$ cat src/rtl/fdiv_issue.sv
// Issue/retire stage around the combinational fdiv: 2-entry operand FIFO, multicycle capture, one result at a time.
// Latency: div_lat+1 edges from accept (2 for IEEE special cases); in_ready = FIFO not full; output holds until out_ready.
// `FDIV_BYPASS_EN enables special-case classification and bypass; undefined, every op goes through the divider.
module fdiv_issue #(
  parameter int exp     = 8,
  parameter int frac    = 23,
  parameter int width   = exp + frac + 1,
  parameter int div_lat = 2
) (
  input  logic             clk,
  input  logic             rst,
  input  logic             in_valid,
  output logic             in_ready,
  input  logic [width-1:0] in_a,
  input  logic [width-1:0] in_b,
  input  logic             in_round,
  output logic [width-1:0] div_a,
  output logic [width-1:0] div_b,
  output logic             div_round,
  input  logic [width-1:0] div_r,
  input  logic [3:0]       div_flags,
  output logic             out_valid,
  input  logic             out_ready,
  output logic [width-1:0] out_r,
  output logic [3:0]       out_flags
);

  localparam int ent_w = 2 * (exp + frac + 1) + 1;
  localparam int cnt_w = (div_lat > 1) ? $clog2(div_lat) : 1;
  localparam logic [cnt_w-1:0] cnt_last = cnt_w'(div_lat - 1);

  typedef enum logic [1:0] {IDLE, BUSY, DONE} state_t;

  state_t           state_q, state_d;
  logic [cnt_w-1:0] cnt_q, cnt_d;
  logic [ent_w-1:0] mem_q [2];
  logic [ent_w-1:0] mem_d [2];
  logic             wr_ptr_q, wr_ptr_d;
  logic             rd_ptr_q, rd_ptr_d;
  logic [1:0]       count_q, count_d;
  logic [width-1:0] div_a_q, div_a_d, div_b_q, div_b_d;
  logic             div_round_q, div_round_d;
  logic [width-1:0] out_r_q, out_r_d;
  logic [3:0]       out_flags_q, out_flags_d;

  logic [ent_w-1:0] head;
  logic [width-1:0] head_a, head_b;
  logic             head_round;
  logic             push, pop;

  assign head       = mem_q[rd_ptr_q];
  assign head_a     = head[ent_w-1 -: width];
  assign head_b     = head[width:1];
  assign head_round = head[0];

  // in_ready looks only at the current fill level, so a same-cycle pop never makes room for a push
  assign in_ready = (count_q != 2'd2);
  assign push     = in_valid && in_ready;
  assign pop      = (state_q == IDLE) && (count_q != 2'd0);

`ifdef FDIV_BYPASS_EN
  logic             spec_q, spec_d;
  logic [width-1:0] spec_r_q, spec_r_d;
  logic [3:0]       spec_flags_q, spec_flags_d;
  logic             cls_spec;
  logic [width-1:0] cls_r;
  logic [3:0]       cls_flags;
  logic [exp-1:0]   ea, eb;
  logic [frac-1:0]  fa, fb;
  logic             a_nan, a_inf, a_zero, b_nan, b_inf, b_zero, sgn;

  assign ea     = head_a[width-2 -: exp];
  assign eb     = head_b[width-2 -: exp];
  assign fa     = head_a[frac-1:0];
  assign fb     = head_b[frac-1:0];
  assign a_nan  = (&ea) && (|fa);
  assign a_inf  = (&ea) && !(|fa);
  assign a_zero = !(|ea) && !(|fa);
  assign b_nan  = (&eb) && (|fb);
  assign b_inf  = (&eb) && !(|fb);
  assign b_zero = !(|eb) && !(|fb);
  assign sgn    = head_a[width-1] ^ head_b[width-1];

  always_comb begin
    cls_spec  = 1'b1;
    cls_r     = '0;
    cls_flags = 4'b0000;
    if (a_nan || b_nan || (a_zero && b_zero) || (a_inf && b_inf)) begin
      cls_r     = {1'b0, {exp{1'b1}}, 1'b1, {(frac-1){1'b0}}};
      cls_flags = 4'b1000;
    end else if (b_zero && !a_inf) begin
      cls_r     = {sgn, {exp{1'b1}}, {frac{1'b0}}};
      cls_flags = 4'b0100;
    end else if (a_inf) begin
      cls_r = {sgn, {exp{1'b1}}, {frac{1'b0}}};
    end else if (a_zero || b_inf) begin
      cls_r = {sgn, {(width-1){1'b0}}};
    end else begin
      cls_spec = 1'b0;
    end
  end
`endif

  always_comb begin
    state_d     = state_q;
    cnt_d       = cnt_q;
    mem_d[0]    = mem_q[0];
    mem_d[1]    = mem_q[1];
    wr_ptr_d    = wr_ptr_q;
    rd_ptr_d    = rd_ptr_q;
    count_d     = count_q + {1'b0, push} - {1'b0, pop};
    div_a_d     = div_a_q;
    div_b_d     = div_b_q;
    div_round_d = div_round_q;
    out_r_d     = out_r_q;
    out_flags_d = out_flags_q;
`ifdef FDIV_BYPASS_EN
    spec_d       = spec_q;
    spec_r_d     = spec_r_q;
    spec_flags_d = spec_flags_q;
`endif

    if (push) begin
      mem_d[wr_ptr_q] = {in_a, in_b, in_round};
      wr_ptr_d        = ~wr_ptr_q;
    end
    if (pop) begin
      rd_ptr_d = ~rd_ptr_q;
    end

    case (state_q)
      IDLE: begin
        if (pop) begin
          div_a_d     = head_a;
          div_b_d     = head_b;
          div_round_d = head_round;
          cnt_d       = '0;
          state_d     = BUSY;
`ifdef FDIV_BYPASS_EN
          spec_d       = cls_spec;
          spec_r_d     = cls_r;
          spec_flags_d = cls_flags;
`endif
        end
      end
      BUSY: begin
`ifdef FDIV_BYPASS_EN
        if (spec_q) begin
          out_r_d     = spec_r_q;
          out_flags_d = spec_flags_q;
          state_d     = DONE;
        end else
`endif
        if (cnt_q == cnt_last) begin
          out_r_d     = div_r;
          out_flags_d = div_flags;
          state_d     = DONE;
        end else begin
          cnt_d = cnt_q + cnt_w'(1);
        end
      end
      DONE: begin
        if (out_ready) begin
          state_d = IDLE;
        end
      end
      default: state_d = IDLE;
    endcase
  end

  always_ff @(posedge clk) begin
    if (rst) begin
      state_q     <= IDLE;
      cnt_q       <= '0;
      mem_q[0]    <= '0;
      mem_q[1]    <= '0;
      wr_ptr_q    <= 1'b0;
      rd_ptr_q    <= 1'b0;
      count_q     <= 2'd0;
      div_a_q     <= '0;
      div_b_q     <= '0;
      div_round_q <= 1'b0;
      out_r_q     <= '0;
      out_flags_q <= 4'b0000;
`ifdef FDIV_BYPASS_EN
      spec_q       <= 1'b0;
      spec_r_q     <= '0;
      spec_flags_q <= 4'b0000;
`endif
    end else begin
      state_q     <= state_d;
      cnt_q       <= cnt_d;
      mem_q[0]    <= mem_d[0];
      mem_q[1]    <= mem_d[1];
      wr_ptr_q    <= wr_ptr_d;
      rd_ptr_q    <= rd_ptr_d;
      count_q     <= count_d;
      div_a_q     <= div_a_d;
      div_b_q     <= div_b_d;
      div_round_q <= div_round_d;
      out_r_q     <= out_r_d;
      out_flags_q <= out_flags_d;
`ifdef FDIV_BYPASS_EN
      spec_q       <= spec_d;
      spec_r_q     <= spec_r_d;
      spec_flags_q <= spec_flags_d;
`endif
    end
  end

  assign out_valid = (state_q == DONE);
  assign out_r     = out_r_q;
  assign out_flags = out_flags_q;
  assign div_a     = div_a_q;
  assign div_b     = div_b_q;
  assign div_round = div_round_q;

endmodule

$ cat config.mk
export PLATFORM = sky130hd
export DESIGN_NAME = fdiv_issue
export DESIGN_NICKNAME = d
export VERILOG_FILES = /design/src/rtl/fdiv_issue.sv
export SDC_FILE = /design/constraint.sdc
export NUM_CORES = 1
export LEC_CHECK = 0
export BUFFER_PORTS_ARGS = -buffer_cell sky130_fd_sc_hd__buf_4
export CORE_MARGIN = 5
export CORE_UTILIZATION = 55
export DETAILED_ROUTE_END_ITERATION = 8
export HOLD_SLACK_MARGIN = 0.12
export PLACE_DENSITY = 0.91
export SYNTH_ARGS = -nofsm -noshare
export SYNTH_HDL_FRONTEND = slang
export SYNTH_SLANG_ARGS = --single-unit
$ cat constraint.sdc
create_clock -name clk -period 1.85 [get_ports clk]
set_input_delay 0.4625 -clock clk [delete_from_list [all_inputs] [get_ports clk]]
set_output_delay 0.4625 -clock clk [all_outputs]
set_load 0.03 [all_outputs]
==> reports/qor.csv, run 1 <==
metric;value;unit
status;finished clean;
finalHoldViolations;0;
cpPeakStageDelay;330;ps
std_cell_rows;50;
synth.most_common_cell;dfxtp_1;
pwr-share-seq;33.9;%
grt_pass1_vias;9162;
critPathKind;reg2out;
wl_met3;2280;um
relSlewSlack;49.2;%
via_per_inst;6.46;
p_sw_share;39.9;%
numClockSinks;238;
cp_slowest_cell;dfxtp_1;
fill_cells;1343;
leakage;4.68;nW
cp-start-kind;flop;
routed_wl;29000;um
crit_path_end_kind;output port;
vias;9594;
irDropWorstVdd;1340;uV
final_layout_size_suffix_gt1_share;26.8;%
grt_overflow;0;
period_minus_slack;1790;ps
n_antenna_cell;0;
wl_met1;11500;um
fp.coreArea;18700;um2
dieArea;21800;um2
final-setup-viol-count;0;
first_pass_iters;5;
netlist.area_leader.share;45.7;%
synth-warning-count;0;
synthArstFlopShare;0;%
drv_cap;0;
seq_area_frac_synth;45.7;%
cts-htree-levels;1;
p_int;12.5;mW
syn_area;10400;um2
clk_latency;520;ps
area_growth;21.9;%
dp_slack;283;ps
syn_area_per_cell;9.33;um2
cp_data_required_time;1390;ps
antenna_found_initial;1;
synth_top_cell_by_area;dfxtp_1;
grt_pass1_wl;46400;um
max_clock_freq;560;MHz
syn_inst;1117;
period_share;96.5;%
cts_hold_buffers;0;
r2r_slack;90;ps
fin_ws;64.3;ps
synth.ff_latch_count;238;
worst_slew_pin_slew;762;ps
place.gp.congestion;0.797;
p_clk_share;24.5;%
setup_tns;0;ps
dp_cells;1442;
drt_iter0_drc;724;
fin_cells;1486;
routed.top_layer;met5;
hold_ws;199;ps
grt_setup_unrepaired;no;
worstPathArrival;1320;ps
path_clk_slew;60;ps
chipHeight;148;um
grt.total_usage;24.9;%
die_x;148;um
hold_class;in2reg;
drc;0;
synth.top_cells.by_count;dfxtp_1 (238), a21oi_1 (235), nand4_1 (130), o31ai_1 (130), nand2_1 (73);
worstPathCellList;buf_4, nor2b_4, buf_6;
cts_made_buffers;25;
dp_hpwl;17500;um
seqCellArea;4770;um2
p_per_area;1630;nW/um2
synth-main-ff-cell;dfxtp_1;
synth_area_leaders;dfxtp_1 (46%), a21oi_1 (11%), o31ai_1 (9.4%), nand4_1 (7.8%), mux2i_1 (6.2%);
cts_max_path_buffers;3;
cts_tree;yes;
synth_cell_types;36;
synth.net_count;1223;
cts_root_buf;clkbuf_16;
multi_input_area;4790;um2
portBuffers;207;
grt_max_degree;132;
crit_fanout;8;
nets;1342;
wl_per_cell;19.5;um
start_util;55.7;%
ioPinCount;208;
dr_wl_met2;14400;um
synth_edf_count;0;
fin_skew;18.8;ps
power.switching;8.29;mW
pwr-share-comb;41.6;%
ant_nets;0;
finalMaxSlewViolations;0;
## sequential cells by signal (all words and copies together), names as in the netlist
name       count
div_a         32
out_flags      4
mem_q        130
div_b         32
rd_ptr_q       1
state_q        2
div_round      1
count_q        2
out_r         32
wr_ptr_q       1
cnt_q          1
## routing by layer
layer | track usage (%) | vias to the layer above
li1 | - | 4471
met1 | 32.6 | 4605
met2 | 42.4 | 452
met3 | 3.86 | 64
met4 | 7.97 | 2
met5 | 0 | -
## worst max-delay path: cells and delay by family, from the launching register on
| family | cells | cell delay [ps] |
|---|---|---|
| DFF | 1 | 330 |
| buffers and inverters | 2 | 310 |
| and+or+nand+nor | 1 | 170 |
## stage by stage
stage / utilization, % / instance area [um2] / power (mW)
floorplan: - / 10400 / 13.3
global placement: 63.4 / 11900 / 15.5
detailed placement: 63.4 / 11900 / 15.7
CTS: 67.9 / 12700 / 20.8
global route: 67.9 / 12700 / 21.7
finish: 67.9 / 12700 / 20.8
## layout by cell type (no fill, tap or decap), types with 2 or more instances in the layout
cell / count
a21oi_1: 235
nor2_4: 2
a211oi_2: 40
clkbuf_8: 4
clkbuf_1: 4
bufinv_16: 3
nor2b_4: 2
inv_4: 3
buf_12: 13
nor2_1: 4
buf_4: 228
o21ai_0: 2
mux2i_1: 65
nand4_1: 130
clkinv_2: 5
dfxtp_4: 2
nor2b_1: 2
o31ai_1: 130
dfxtp_1: 235
clkbuf_16: 26
nand2b_1: 2
a211oi_1: 25
nand2_1: 73
## cells by family after synthesis
kind of cell,share of synthesized area (%)
DFF,45.7
adders and majority gates,0.120
buffers and inverters,8.53
and+or+nand+nor,11.6
xor gates and xnor gates,0.0840
muxes,6.35
AOI/OAI and AO/OA,27.6
## final timing paths
| path | from | endpoint | depth (start not counted) |
|---|---|---|---|
| max | state_q[1] | out_valid | 3 |
| min | div_r[28] | out_r[28] | 3 |
| max reg2reg | count_q[0] | mem_q[0][8] | 5 |
| min reg2reg | out_r[3] | out_r[3] | 2 |
## cell type report
cell class / count / area share (%)
Timing Repair Buffer: 243 / 15.7
Multi-Input combinational cell: 725 / 37.7
Inverter: 3 / 0.148
Clock inverter: 10 / 1.03
Tap cell: 234 / 2.30
Clock buffer: 33 / 5.56
Sequential cell: 238 / 37.6
## power by group through the flow
stage                     Combinational (mW)  Sequential, mW  Clock [mW]
after detailed placement                8.55            7.12           0
after CTS                               8.60            7.04        5.18
after global placement                  8.39            7.08           0
after floorplan                         4.96            8.29           0
after global routing                    9.18            7.17        5.38
final                                   8.63            7.04        5.09
## timing repair
item / in CTS / in global routing
gates resized for setup: 2 / 2
setup buffers: 1 / 0
setup endpoints to repair: 2 / 2
endpoints found under the hold margin: 0 / 0
Power figures use the tool's default switching activity.
==> run 2, diff against run 1 <==
--- a/config.mk
+++ b/config.mk
@@ -7,10 +7,11 @@
 export LEC_CHECK = 0
 export BUFFER_PORTS_ARGS = -buffer_cell sky130_fd_sc_hd__buf_4
 export CORE_MARGIN = 5
-export CORE_UTILIZATION = 55
+export CORE_UTILIZATION = 45
+export CTS_CLUSTER_SIZE = 24
 export DETAILED_ROUTE_END_ITERATION = 8
 export HOLD_SLACK_MARGIN = 0.12
-export PLACE_DENSITY = 0.91
+export PLACE_DENSITY = 0.78
 export SYNTH_ARGS = -nofsm -noshare
 export SYNTH_HDL_FRONTEND = slang
 export SYNTH_SLANG_ARGS = --single-unit
==> constraint.sdc (replaced) <==
create_clock -name clk -period 1.7 [get_ports clk]
set_input_delay 0.425 -clock clk [delete_from_list [all_inputs] [get_ports clk]]
set_output_delay 0.425 -clock clk [all_outputs]
set_load 0.03 [all_outputs]
==> run 2 against run 1 <==
Utilization down 10 points. Cell area up 3.3%. Die area up 21%. Global-route usage down 4.4 points. Largest power group unchanged.
==> reports/qor.csv, run 2 (same netlist as run 1, synthesis figures left out) <==
metric;value;unit;change
irDropWorstVdd;994;uV;-26%
p_per_area;1740;nW/um2;+6.7%
antenna_found_initial;0;;-1
via_per_inst;6.06;;-6.1%
wl_per_cell;19.5;um;about the same
top_register;mem_q;;
met2_usage;34.4;%;-8.0 points
crit_fanout;2;;-6
routed_wl;30300;um;+4.6%
cts_max_path_buffers;3;;unchanged
dp_hpwl;17300;um;-1.3%
power.switching;9.20;mW;+11%
clk_latency;510;ps;about the same
first_pass_iters;5;;unchanged
worstPathArrival;1270;ps;-50 ps
portBuffers;207;;unchanged
ioPinCount;208;;unchanged
drc;0;;unchanged
power.total;22.9;mW;+10%
hold_ws;163;ps;-36.0 ps
vias;9431;;-1.7%
grt_overflow;0;;unchanged
largest_reg_flops;130;;unchanged
p_int;13.7;mW;+9.9%
place.gp.congestion;0.752;;-5.7%
chipHeight;162;um;+9.8%
grt_pass1_vias;8761;;-4.4%
dieArea;26300;um2;+21%
grt_pass1_wl;45800;um;-1.3%
pwr-share-comb;44.4;%;+2.8 points
drt_iter0_drc;691;;-4.6%
p_sw_share;40.2;%;+0.24 points
cts_root_buf;clkbuf_16;;
cp-start-kind;flop;;
period_share;99.9;%;
period_minus_slack;1700;ps;
hold_class;in2reg;;
cts_hold_buffers;0;;unchanged
nets;1359;;+1.3%
grt_setup_unrepaired;yes;;
grt.total_usage;20.5;%;-4.4 points
path_clk_slew;60;ps;about the same
layout_commonest_cell;a21oi_1;;
final_core_utilization;57.8;%;-10 points
final_cell_mix;a21oi_1 (235), dfxtp_1 (232), buf_4 (224), nand4_1 (130), o31ai_1 (120);;
drv_cap;0;;unchanged
max_clock_freq;589;MHz;
dp_cells;1495;;+3.7%
fp.coreArea;22700;um2;+21%
grt_max_degree;132;;unchanged
numClockSinks;238;;unchanged
die_x;162;um;+9.8%
start_util;45.9;%;-9.8 points
area_growth;26.0;%;
crit_path_end_kind;output port;;
relSlewSlack;60.7;%;+12 points
final-setup-viol-count;0;;unchanged
finalMaxSlewViolations;0;;unchanged
finalHoldViolations;0;;unchanged
cts_tree;yes;;
pwr-share-seq;32.8;%;-1.1 points
fin_cells;1556;;+4.7%
status;finished clean;;
grtUsageMet1;26.9;%;-5.7 points
leakage;4.81;nW;+2.9%
met3_usage;4.09;%;+0.22 points
cts_made_buffers;25;;unchanged
fin_skew;7.07;ps;-11.8 ps
n_antenna_cell;0;;unchanged
std_cell_rows;55;;+10%
cp_data_required_time;1270;ps;-120 ps
p_clk_share;22.9;%;-1.6 points
worst_slew_pin_slew;589;ps;-173 ps
final_layout_size_suffix_gt1_share;28.8;%;+2.0 points
cts-htree-levels;1;;unchanged
critPathKind;reg2out;;
ant_nets;0;;unchanged
top_usage_layer;met2;;
==> run 2: cell count changes in the layout (fill, tap and decap cells not counted), moves of 2 or more <==
cell       previous run  this run
clkbuf_8              4        10
buf_4               228       224
dfxtp_4               2         4
bufinv_16             3         0
clkbuf_1              4         7
o31ai_1             130       120
buf_6                 1         7
buf_12               13        23
dfxtp_1             235       232
o31ai_2               0        10
==> run 2: final timing paths <==
check,from,end,slack (ps),cells past startpoint
setup / recovery,state_q[1],out_valid,2,3
hold / removal,div_r[11],out_r[11],160,3
setup reg to reg,count_q[1],mem_q[0][64],100,7
hold reg to reg,out_flags[0],out_flags[0],450,2
==> run 2: area by class of cell <==
class                           instances  area [um2]
Tap cell                              285         357
Sequential cell                       238        4780
Clock inverter                          4        20.0
Timing Repair Buffer                  259        2330
Multi-Input combinational cell        725        4840
Clock buffer                           41         776
Inverter                                3        23.8
Timing Repair inverter                  1        6.26
Fill cell                            1935        9580
==> run 2: metrics by stage <==
stage / setup TNS, ps / cell area (um2) / setup WS, ps
6_report: 0 / 13100 / 1.95
3_5_place_dp: -7710 / 12100 / -161
3_3_place_gp: -4930 / 12100 / -88.6
2_1_floorplan: 0 / 10400 / 17.5
4_1_cts: -2440 / 12900 / -111
5_1_grt: -94.4 / 13100 / -49.2
==> run 2: power groups by stage <==
| stage | combinational, mW | sequential [mW] | clock, mW |
|---|---|---|---|
| 6_report | 10.2 | 7.50 | 5.24 |
| 3_3_place_gp | 9.45 | 7.55 | 0 |
| 2_1_floorplan | 5.39 | 9.02 | 0 |
| 5_1_grt | 10.8 | 7.64 | 5.59 |
| 4_1_cts | 9.75 | 7.48 | 5.34 |
| 3_5_place_dp | 9.60 | 7.58 | 0 |
==> run 2: what timing repair did <==
item                       in CTS  in global routing
setup endpoints to repair      67                166
buffers inserted                4                  8
gates cloned                    1                  5
hold endpoints to repair        0                  0
resized for setup              14                 19
==> run 2: worst max-delay path, stage by stage (launching register included) <==
cell and delay, ps:
dfxtp_2 340, buf_6 100, nor2b_4 180, buf_6 150
==> run 2: metal layers <==
| layer | vias up | part of all wire (%) |
|---|---|---|
| met1 | 4524 | 43 |
| met3 | 52 | 7.1 |
| met2 | 353 | 48 |
| li1 | 4502 | - |
| met5 | - | 0 |
| met4 | 0 | 2.4 |
==> run 3, diff against run 2 <==
--- a/config.mk
+++ b/config.mk
@@ -5,13 +5,14 @@
 export SDC_FILE = /design/constraint.sdc
 export NUM_CORES = 1
 export LEC_CHECK = 0
+export ABC_AREA = 1
 export BUFFER_PORTS_ARGS = -buffer_cell sky130_fd_sc_hd__buf_4
 export CORE_MARGIN = 5
 export CORE_UTILIZATION = 45
 export CTS_CLUSTER_SIZE = 24
 export DETAILED_ROUTE_END_ITERATION = 8
 export HOLD_SLACK_MARGIN = 0.12
-export PLACE_DENSITY = 0.78
+export PLACE_DENSITY = 0.79
 export SYNTH_ARGS = -nofsm -noshare
 export SYNTH_HDL_FRONTEND = slang
 export SYNTH_SLANG_ARGS = --single-unit
==> run 3 against run 2 <==
Flip-flop and latch count stayed put. Non-clock buffer count is 18 lower. Critical path type unchanged. Synthesized area is 9.1% lower. First-iteration DRC count is 7.7% lower. Largest power group unchanged. Synthesized cell count is 20% higher. Global-route usage is 0.68 points higher. Critical path depth stayed put. Critical endpoint is now in_ready. Register-to-register slack better by 90 ps. Cell area is 6.8% lower. Via count is 2.3% lower. Maximum frequency is 2.9% higher.
==> reports/qor.csv, run 3 <==
metric;value;unit;change
synth.top_cells.by_count;nor2_1 (339), nand2_1 (273), dfxtp_1 (238);;
top_register;mem_q;;
power.switching;8.64;mW;-6.1%
layout_commonest_cell;nor2_1;;
antenna_found_initial;0;;unchanged
cts_made_buffers;26;;+4.0%
routed_wl;26700;um;-12%
netlist.area_leader.share;50.3;%;+4.6 points
drv_cap;0;;unchanged
multi_input_area;3990;um2;-18%
syn_area;9470;um2;-9.1%
seqCellArea;4780;um2;about the same
crit_fanout;5;;+3
top_usage_layer;met2;;
wl_per_cell;14.9;um;-24%
std_cell_rows;53;;-3.6%
pwr-share-comb;39.1;%;-5.3 points
numClockSinks;238;;unchanged
synthMuxAreaShare;0;%;-6.3 points
cp_data_required_time;1270;ps;about the same
grt_setup_unrepaired;no;;
critPathKind;reg2out;;
die_x;155;um;-4.4%
synthAdderAreaFrac;0.132;%;+0.012 points
place.gp.congestion;0.775;;+3.1%
chipHeight;155;um;-4.4%
grt.total_usage;21.2;%;+0.68 points
r2r_cells;7;;unchanged
synth_compound_area_share;12.5;%;-15 points
synth-main-ff-cell;dfxtp_1;;
final_layout_size_suffix_gt1_share;19.2;%;-9.6 points
grt_pass1_wl;43400;um;-5.3%
pwr-share-seq;35.3;%;+2.5 points
synth_top_cell_by_area;dfxtp_1;;
area_growth;29.2;%;
nets;1611;;+19%
cts_max_path_buffers;3;;unchanged
relSlewSlack;55.7;%;-5.1 points
ant_nets;0;;unchanged
power.total;21.8;mW;-5.0%
period_share;97.1;%;-2.8 points
n_antenna_cell;0;;unchanged
worst_slew_pin_slew;664;ps;+74.8 ps
synth.net_count;1445;;+18%
syn_area_per_cell;7.07;um2;-24%
status;finished clean;;
largest_reg_flops;130;;unchanged
fp.coreArea;20900;um2;-8.0%
cts_tree;yes;;
clk_latency;520;ps;about the same
drt_iter0_drc;638;;-7.7%
final-setup-viol-count;0;;unchanged
path_clk_slew;60;ps;about the same
portBuffers;207;;unchanged
holdPathStages;3;;unchanged
period_minus_slack;1650;ps;-47.7 ps
grt_pass1_vias;8766;;+0.057%
ioPinCount;208;;unchanged
finalHoldViolations;0;;unchanged
dp_hpwl;16600;um;-3.6%
first_pass_iters;5;;unchanged
max_clock_freq;606;MHz;+2.9%
fin_skew;10.0;ps;+2.93 ps
p_sw_share;39.7;%;-0.46 points
cts_root_buf;clkbuf_16;;
final_cell_mix;nor2_1 (338), nand2_1 (273), dfxtp_1 (233), buf_4 (220), o21ai_0 (164);;
synth-simple-area-share;29.0;%;+17 points
met3_usage;2.87;%;-1.2 points
worstPathArrival;1230;ps;-40 ps
vias;9214;;-2.3%
grtUsageMet1;28.2;%;+1.4 points
synth_edf_count;0;;unchanged
irDropWorstVdd;1010;uV;+1.7%
hold_class;in2reg;;
drc;0;;unchanged
grt_max_degree;71;;-46%
synth_top_family_by_area;simple AND/OR/NAND/NOR gates;;
cts-htree-levels;1;;unchanged
seq_area_frac_synth;50.3;%;+4.6 points
synth_xor_area_share;0.0925;%;+0.0084 points
crit_path_end_kind;output port;;
synth-warning-count;0;;unchanged
p_clk_share;25.7;%;+2.8 points
dieArea;24100;um2;-8.6%
final_cell_area;12200;um2;-6.8%
synthArstFlopShare;0;%;unchanged
synth.ff_latch_count;238;;unchanged
grt_overflow;0;;unchanged
syn_inst;1339;;+20%
p_int;13.1;mW;-4.3%
cp-start-kind;flop;;
placed_cell_area;11300;um2;-6.5%
p_per_area;1780;nW/um2;+1.9%
synth_cell_types;19;;-47%
synth.most_common_cell;nor2_1;;
met2_usage;36.3;%;+1.9 points
start_util;45.3;%;-0.56 points
finalMaxSlewViolations;0;;unchanged
fill_cells;1877;;-3.0%
leakage;5.61;nW;+17%
synth_area_leaders;dfxtp_1 (50%), nor2_1 (13%), nand2_1 (11%), o21ai_0 (8.7%), nand4_1 (4.3%);;
via_per_inst;5.12;;-15%
setup_tns;0;ps;unchanged
[run 3: path summary, 6_finish.rpt]
| kind | slack, ps | from | endpoint |
|---|---|---|---|
| min | 130 | div_r[25] | out_r[25] |
| max | 50 | count_q[1] | in_ready |
| min reg2reg | 460 | cnt_q | cnt_q |
| max reg2reg | 190 | count_q[1] | mem_q[1][24] |
[run 3: through the flow]
step           setup WS, ps  std cells  hold slack (ps)  util (%)
6_report               49.7       1798              133      58.6
5_1_grt                6.44       1798              121      58.6
4_1_cts                2.70       1797              121      58.5
3_5_place_dp            199       1743              452      54.0
3_3_place_gp            197       1743              448      54.0
2_1_floorplan           131       1339              439         -
[run 3: repair_timing]
| action | CTS | global route |
|---|---|---|
| setup buffers | 2 | 1 |
| pin swaps | 0 | 1 |
| gates resized for setup | 7 | 3 |
| hold buffers | 6 | 0 |
| endpoints found under the setup margin | 2 | 2 |
| endpoints found under the hold margin | 6 | 0 |
[run 3: area by class of cell]
cell class                 count  share of cell area (%)
multi-input combinational    922                    32.6
clock buffer                  37                    6.41
inverter                      76                    2.35
clock inverter                 9                   0.603
timing repair buffer         241                    16.2
tap                          275                    2.81
sequential                   238                    39.0
[run 3: kinds of logic (layout without fill, tap and decap cells)]
kind of cell             after synthesis  count (layout)
AO/OA/AOI/OAI                        237             237
XOR/XNOR                               1               1
adder cells (fa/ha/maj)                1               1
flip-flops                           238             238
buffers and inverters                179             363
AND/OR/NAND/NOR                      683             683
[run 3: critical path: stages, from the launching register on]
cell and delay, ps:
dfxtp_4 390, nand2_4 70, buf_6 120, buf_6 130
[run 3: power groups by stage]
| stage | combinational (mW) | clock, mW | sequential, mW |
|---|---|---|---|
| CTS | 8.53 | 5.69 | 7.66 |
| finish | 8.50 | 5.58 | 7.68 |
| global placement | 8.28 | 0 | 7.72 |
| detailed placement | 8.41 | 0 | 7.75 |
| global route | 9.32 | 5.94 | 7.85 |
| floorplan | 3.79 | 0 | 9.28 |
[run 3: routing by layer]
metal | wire length, um | vias to the layer above | share of wire [%]
li1 | - | 4581 | -
met1 | 11500 | 4302 | 43
met2 | 13000 | 288 | 49
met3 | 1570 | 43 | 5.9
met4 | 597 | 0 | 2.2
met5 | 0 | - | 0
